**src/rtl/simd_mac_acc.sv**
```systemverilog
// rtl/simd_mac_acc.sv - packed-SIMD multiply-accumulate engine with per-packet results
// Two-stage pipeline: lane products and beat sum, then packet accumulation.
module simd_mac_acc #(
    parameter int LANES  = 4,
    parameter int LANE_W = 8,
    parameter int ACC_W  = 32,
    parameter int SAT    = 0,
    parameter int BEAT_W = 16
) (
    input  logic                          clk,
    input  logic                          rst,
    input  logic                          in_valid,
    output logic                          in_ready,
    input  logic [LANES*LANE_W-1:0]       in_a,
    input  logic [LANES*LANE_W-1:0]       in_b,
    input  logic [$clog2(LANES+1)-1:0]    in_lanes,
    input  logic                          in_last,
    input  logic                          in_signed,
    output logic                          out_valid,
    input  logic                          out_ready,
    output logic [ACC_W-1:0]              out_data,
    output logic                          out_ovf,
    output logic [BEAT_W-1:0]             out_beats
);

    localparam int PW  = 2 * LANE_W;
    localparam int BSW = PW + $clog2(LANES);

    localparam logic [ACC_W-1:0] SMAX = {1'b0, {(ACC_W-1){1'b1}}};
    localparam logic [ACC_W-1:0] SMIN = {1'b1, {(ACC_W-1){1'b0}}};

    logic              stall;
    logic              accept;
    logic              first_q;
    logic              mode_q;
    logic              eff_signed;
    int                n_act;

    logic [PW-1:0]     a_ext, b_ext, prod;
    logic [BSW-1:0]    prod_ext;
    logic [BSW-1:0]    beat_sum_d;

    logic              s1_valid_q;
    logic              s1_last_q;
    logic              s1_signed_q;
    logic [BSW-1:0]    s1_sum_q;

    logic [ACC_W-1:0]  acc_q;
    logic              sticky_q;
    logic [BEAT_W-1:0] beats_q;
    logic [ACC_W:0]    acc_x, bs_x, sum_x;
    logic              ovf;
    logic [ACC_W-1:0]  acc_d;
    logic [BEAT_W-1:0] beats_d;

    logic              out_valid_q;
    logic [ACC_W-1:0]  out_data_q;
    logic              out_ovf_q;
    logic [BEAT_W-1:0] out_beats_q;

    assign stall     = out_valid_q && !out_ready;
    assign in_ready  = !stall;
    assign accept    = in_valid && in_ready;
    assign out_valid = out_valid_q;
    assign out_data  = out_data_q;
    assign out_ovf   = out_ovf_q;
    assign out_beats = out_beats_q;

    // The first beat of a packet supplies its own mode; later beats reuse the latch.
    assign eff_signed = first_q ? in_signed : mode_q;

    always_comb begin
        beat_sum_d = '0;
        a_ext      = '0;
        b_ext      = '0;
        prod       = '0;
        prod_ext   = '0;
        n_act      = (in_lanes == '0 || int'(in_lanes) > LANES) ? LANES : int'(in_lanes);
        for (int i = 0; i < LANES; i++) begin
            if (eff_signed) begin
                a_ext = PW'($signed(in_a[i*LANE_W +: LANE_W]));
                b_ext = PW'($signed(in_b[i*LANE_W +: LANE_W]));
            end else begin
                a_ext = PW'(in_a[i*LANE_W +: LANE_W]);
                b_ext = PW'(in_b[i*LANE_W +: LANE_W]);
            end
            prod     = a_ext * b_ext;
            prod_ext = eff_signed ? BSW'($signed(prod)) : BSW'(prod);
            if (i < n_act) begin
                beat_sum_d = beat_sum_d + prod_ext;
            end
        end
    end

    always_ff @(posedge clk or posedge rst) begin
        if (rst) begin
            first_q     <= 1'b1;
            mode_q      <= 1'b0;
            s1_valid_q  <= 1'b0;
            s1_last_q   <= 1'b0;
            s1_signed_q <= 1'b0;
            s1_sum_q    <= '0;
        end else if (!stall) begin
            s1_valid_q <= accept;
            if (accept) begin
                first_q     <= in_last;
                s1_sum_q    <= beat_sum_d;
                s1_last_q   <= in_last;
                s1_signed_q <= eff_signed;
                if (first_q) begin
                    mode_q <= in_signed;
                end
            end
        end
    end

    // One extra bit holds the unsigned carry; signed overflow comes from the sign bits.
    always_comb begin
        acc_x = s1_signed_q ? (ACC_W+1)'($signed(acc_q))    : (ACC_W+1)'(acc_q);
        bs_x  = s1_signed_q ? (ACC_W+1)'($signed(s1_sum_q)) : (ACC_W+1)'(s1_sum_q);
        sum_x = acc_x + bs_x;
        if (s1_signed_q) begin
            ovf = (acc_q[ACC_W-1] == bs_x[ACC_W-1]) && (sum_x[ACC_W-1] != acc_q[ACC_W-1]);
        end else begin
            ovf = sum_x[ACC_W];
        end
        acc_d = sum_x[ACC_W-1:0];
        if (SAT != 0 && ovf) begin
            if (s1_signed_q) begin
                acc_d = acc_q[ACC_W-1] ? SMIN : SMAX;
            end else begin
                acc_d = '1;
            end
        end
        beats_d = (&beats_q) ? beats_q : beats_q + 1'b1;
    end

    always_ff @(posedge clk or posedge rst) begin
        if (rst) begin
            acc_q       <= '0;
            sticky_q    <= 1'b0;
            beats_q     <= '0;
            out_valid_q <= 1'b0;
            out_data_q  <= '0;
            out_ovf_q   <= 1'b0;
            out_beats_q <= '0;
        end else begin
            if (out_valid_q && out_ready) begin
                out_valid_q <= 1'b0;
            end
            if (!stall && s1_valid_q) begin
                if (s1_last_q) begin
                    out_data_q  <= acc_d;
                    out_ovf_q   <= sticky_q | ovf;
                    out_beats_q <= beats_d;
                    out_valid_q <= 1'b1;
                    acc_q       <= '0;
                    sticky_q    <= 1'b0;
                    beats_q     <= '0;
                end else begin
                    acc_q    <= acc_d;
                    sticky_q <= sticky_q | ovf;
                    beats_q  <= beats_d;
                end
            end
        end
    end

endmodule
```
**config.mk**
```make
export PLATFORM = sky130hd
export DESIGN_NAME = simd_mac_acc
export DESIGN_NICKNAME = d
export VERILOG_FILES = /design/src/rtl/simd_mac_acc.sv
export SDC_FILE = /design/constraint.sdc
export NUM_CORES = 1
export LEC_CHECK = 0
export ABC_CLOCK_PERIOD_IN_PS = 18200
export CAP_MARGIN = 0
export CELL_PAD_IN_SITES_DETAIL_PLACEMENT = 0
export CELL_PAD_IN_SITES_GLOBAL_PLACEMENT = 2
export CORE_MARGIN = 5
export CORE_UTILIZATION = 43
export DETAILED_ROUTE_END_ITERATION = 10
export PLACE_DENSITY_LB_ADDON = 0.2
export SLEW_MARGIN = 20
export SYNTH_ARGS = -nofsm -noshare
export SYNTH_HDL_FRONTEND = slang
export SYNTH_SLANG_ARGS = --single-unit
```
**constraint.sdc**
```tcl
create_clock -name clk -period 18.2 [get_ports clk]
set_input_delay 4.55 -clock clk [delete_from_list [all_inputs] [get_ports clk]]
set_output_delay 4.55 -clock clk [all_outputs]
set_load 0.01 [all_outputs]
```
; Word level (Yosys, flattened, before mapping)
; Index checks and enable logic that the tools add are counted.
[totals]
register_bits = 121
latchBits = 0
ram_bits = 0
romBits = 0
n_memories = 0
[classes]
add_sub_neg = 5
multipliers = 4
div_mod_pow = 0
n_lt_le_gt_ge = 5
eq_ne = 2
shifts = 0
n_mux = 28
n_bitwise = 2
n_reduce_logical = 12
[ops]
columns = op, count
row1 = two-way mux 16 bit, 10
row2 = two-way mux 18 bit, 8
row3 = two-way mux 33 bit, 2
row4 = multiplier 16 x 16 -> 16 bit, 4
row5 = adder 18 bit, 3
row6 = adder 33 bit, 1
row7 = two-way mux 32 bit, 1
row8 = "adder 16 x 1 -> 16 bit, second input constant", 1
row9 = AND reduction 16 bit, 1
row10 = "< comparator 1 x 3 -> 1 bit, first input constant", 2
row11 = "< comparator 2 x 3 -> 1 bit, first input constant", 2
row12 = two-way mux 1 bit, 6
row13 = logical AND 1 bit, 5
row14 = AND reduction 2 bit, 2
row15 = "greater-than comparator 3 bit, second input constant", 1
row16 = zero test 3 bit, 1
row17 = two-way mux 3 bit, 1
row18 = zero test 1 bit, 2
row19 = == test 1 bit, 1
row20 = logical OR 1 bit, 1
row21 = != test 1 bit, 1
row22 = inverter 1 bit, 1
row23 = OR 1 bit, 1

; Depth between registers and ports, before layout
[depth]
ltp_word = 11
ltp_mapped = 46
ltp_nobuf = 45

; Worst setup path after synthesis
; No wires, ideal clock.
[synth_timing]
kind = input port to flip-flop
startpoint = in in_signed
endpoint = reg s1_sum_q[17]
setup_ns = 0.130
arrival_ns = 13.281
required_time_ns = 18.070
setup_slack_ns = 4.789
cell_stages = 44
cell_sequence = mux2_4 buf_2 clkbuf_1 clkbuf_1 and3_1 fa_1 inv_1 fa_1 inv_1 fa_1 inv_1 fa_1 inv_1 fa_1 inv_1 fa_1 inv_1 ha_1 (+8 left out) nand3_1 o31ai_1 ha_1 and3_1 a21oi_1 o21ai_0 nor4_1 a21oi_1 xor2_1 a221o_1 ha_1 or3_1 o21ai_0 a31oi_1 xnor2_1 nor2_1 xor2_1 o21ai_1
[synth_via]
elab_chain_len = 11
word_cells_on_any_way = 24
[synth_rtl]
columns = element, line
row1 = "start, declared", 18  ; input logic in_signed,
row2 = two-way mux 1 bit (*), n/a
row3 = two-way mux 16 bit, 80  ; if (eff_signed) begin
row4 = multiplier 16 x 16 -> 16 bit, 87  ; prod = a_ext * b_ext;
row5 = two-way mux 18 bit, 88  ; prod_ext = eff_signed ? BSW'($signed(prod)) : BSW'(prod);
row6 = two-way mux 18 bit, 89  ; if (i < n_act) begin
row7 = adder 18 bit, 90  ; beat_sum_d = beat_sum_d + prod_ext;
row8 = two-way mux 18 bit, 89
row9 = adder 18 bit, 90
row10 = two-way mux 18 bit, 89
row11 = adder 18 bit, 90
row12 = two-way mux 18 bit (*), 89
row13 = "end signal, assigned", 107  ; s1_sum_q <= beat_sum_d;
row14 = "end, declared", 46  ; logic [BSW-1:0] s1_sum_q;
; Every way passes the cells marked *; elsewhere a longest branch is shown, timed or not.
; A chain may end at the register's enable or synchronous reset.

; Worst setup path after layout
; Same ends and word-level chain as after synthesis.

==> flow_summary.yaml <==
drt:
  post_drt_wl_per_cell_um: 15.6
  num_vias: 17500
  vias_per_cell: 5.11
  drtIter0Drc: 808
  ant_nets: 0
  drt-total-wl_mm: 53.7
  drc: 0
  drtPass1Iterations: 5
critical_path:
  cp_data_arrival_time_ns: 14.22
  critical_path.slowest_cell: "fa_1"
  setup.worst_path.end_class: "flip-flop"
  cp_common_cell: "inv_1"
  cp.required_ns: 18.49
  critPathCapture: "s1_sum_q[17]"
  crit_fanout: 34
  reg2reg_depth: 41
  r2r_start: "first_q"
  max_stage_delay_ns: 0.65
  crit_type: "input port to flip-flop"
  startpoint_type: "input port"
  r2r-end: "s1_sum_q[17]"
  startpoint: "in_signed"
  reg2reg_slack_ns: 8.24
die:
  initial_core_util_pct: 43.4
  dieArea_mm2: 0.0590
  core-area_mm2: 0.0538
  fp-row-count: 85
  ios: 124
  dieHeight_um: 243
  die_x_um: 243
finish:
  multi_input_area_mm2: 0.0182
  regArea_mm2: 0.00303
  fillers: 5247
  final_cell_mix: "485 x inv_1, 303 x fa_1, 286 x ha_1, 207 x nand2_1, 194 x and2_1"
  layout_commonest_cell: "inv_1"
  fin_nets: 3385
  area_delta_synth_final_pct: 10.9
  drive_gt1_share_pct: 4.13
timing:
  setup_viol: 0
  finalCritPeriodShare_pct: 76.5
  maxSlewHeadroom_pct: 38.5
  max_freq_ghz: 0.0718
  skew_ns: 0.0110
  rsz0062_at_grt: "no"
  period_needed_ns: 13.93
  finalMaxSlewViolations: 0
  tightest_slew_ns: 0.923
  fin_tns_setup_ns: 0
  hold_viol: 0
yosys:
  yosys_most_used_dff: "dfrtp_1"
  synth_area_mm2: 0.0233
  ys_async_sr_fraction_pct: 100
  syn_nets: 3305
  synth_edf_count: 0
  syn_inst: 2643
  avgSynthCellArea_um2: 8.83
  yosys_warnings: 0
  ys_types: 80
  synth_seq_cells: 121
  seq_area_frac_synth_pct: 13.0
place:
  gp_congestion: 0.853
  dp_hpwl_mm: 44.8
  port-buffer-count: 123
flow_run:
  cap_violations: 0
global_routing:
  use_met3_pct: 1.54
  antenna_found_initial: 0
  grt.busiest_layer: "met2"
  grt_pass1_vias: 18600
  grt_usage_pct: 18.6
  grt_use_met1_pct: 26.4
  grt_pass1_wl_mm: 92.5
  grt_remaining_overflow: 0
  grt_max_degree: 71
  met2_usage_pct: 31.9
cts:
  cts_buffers: 17
  h-tree-depth: 4
  cts_setup_buffers: 0
  clock_path_buffers: 2
  clockRootBuffer: "clkbuf_16"
  path_clk_slew_ns: 0.05
  clock_sinks: 121
  cts_resized: 0
  cts_tree: "yes"
  cts_hold_buf: 0
  clock_latency_ns: 0.42
status:
  status: "finished, final reports clean"
hold_path:
  holdCritPathClass: "flip-flop to flip-flop"
cell type report:
cell class,count,area share (%)
timing repair buffer,133,5.05
inverter,488,7.09
clock buffer,20,1.76
sequential,121,11.7
multi-input combinational,1962,70.4
clock inverter,12,0.667
tap,696,3.36
antenna,2,0.0193
worst max-delay path, delay by kind of cell:
kind / cells / cell delay [ns]
adder cells (fa/ha/maj): 10 / 4.39
AO/OA/AOI/OAI: 12 / 1.90
AND/OR/NAND/NOR: 7 / 1.45
buffers and inverters: 8 / 0.87
XOR/XNOR: 4 / 0.56
multiplexers: 1 / 0.42
metal layers:
metal  vias up  part of all wire (%)
li1       8660                     -
met1      8637                    48
met2       200                    48
met3        39                   2.2
met4         0                   1.3
met5         -                     0
Yosys cell counts, drive strengths merged, types with 3 or more instances:
library cell,instances,area share [%]
a211o,5,0.19
mux2i,5,0.21
and3,53,1.4
a21o,39,1.3
a31oi,18,0.48
buf,6,0.11
ha,286,15
nand3,43,0.92
inv,488,7.8
mux2,37,1.8
o21a,23,0.74
a2111oi,3,0.14
or2,5,0.13
o31ai,14,0.45
xnor3,3,0.29
nand2,209,3.4
xor2,54,2.0
o31a,4,0.15
nor2b,18,0.48
o21ai,114,2.5
and2,195,5.2
clkbuf,66,1.1
a31o,4,0.15
a22o,24,0.90
xnor2,140,5.3
a211oi,10,0.34
nand4,9,0.27
nor3,27,0.60
or3,10,0.27
dfrtp,120,13
nor3b,4,0.13
o211ai,5,0.22
o41ai,3,0.14
a21oi,106,2.3
fa,303,26
nand2b,14,0.38
nor2,120,1.9
nand3b,4,0.13
nor4,3,0.080
o21bai,15,0.50
a21boi,10,0.34
o221ai,3,0.14
how the worst min path moves through the flow:
stage | start | to | slack (ns) | depth (start not counted)
2_1_floorplan | acc_q[0] | acc_q[0] | 0.45 | 2
3_3_place_gp | acc_q[0] | acc_q[0] | 0.46 | 2
3_5_place_dp | out_beats[13] | out_beats[13] | 0.47 | 1
4_1_cts | out_beats[13] | out_beats[13] | 0.48 | 1
5_1_grt | acc_q[0] | acc_q[0] | 0.50 | 2
6_report | out_beats[13] | out_beats[13] | 0.47 | 1
registers in the layout (all words and copies together), names as in the netlist:
name and count:
acc_q 32, beats_q 16, first_q 1, out_beats 16
out_data 32, out_ovf 1, out_valid 1, s1_last_q 1
s1_signed_q 1, s1_sum_q 18, s1_valid_q 1, sticky_q 1
cells by family after synthesis:
| group | synth area share [%] |
|---|---|
| adder cells (fa/ha/maj) | 41.3 |
| XOR/XNOR | 7.60 |
| buffers and inverters | 9.02 |
| AO/OA/AOI/OAI | 11.6 |
| multiplexers | 2.02 |
| AND/OR/NAND/NOR | 15.5 |
| flip-flops | 13.0 |
metrics by stage:
stage	hold WS (ns)	util, %	setup slack, ns	std cells	cell area, µm²
floorplan	0.445	-	4.79	2643	23300
finish	0.472	48.1	4.27	3434	25900
global route	0.503	48.1	3.55	3432	25900
global placement	0.457	46.9	4.12	3400	25300
detailed placement	0.466	46.9	3.87	3400	25300
CTS	0.478	48.1	4.31	3432	25900
Power is not shown: default switching activity piles up to over one toggle a cycle in this logic, so the estimate is an artifact.
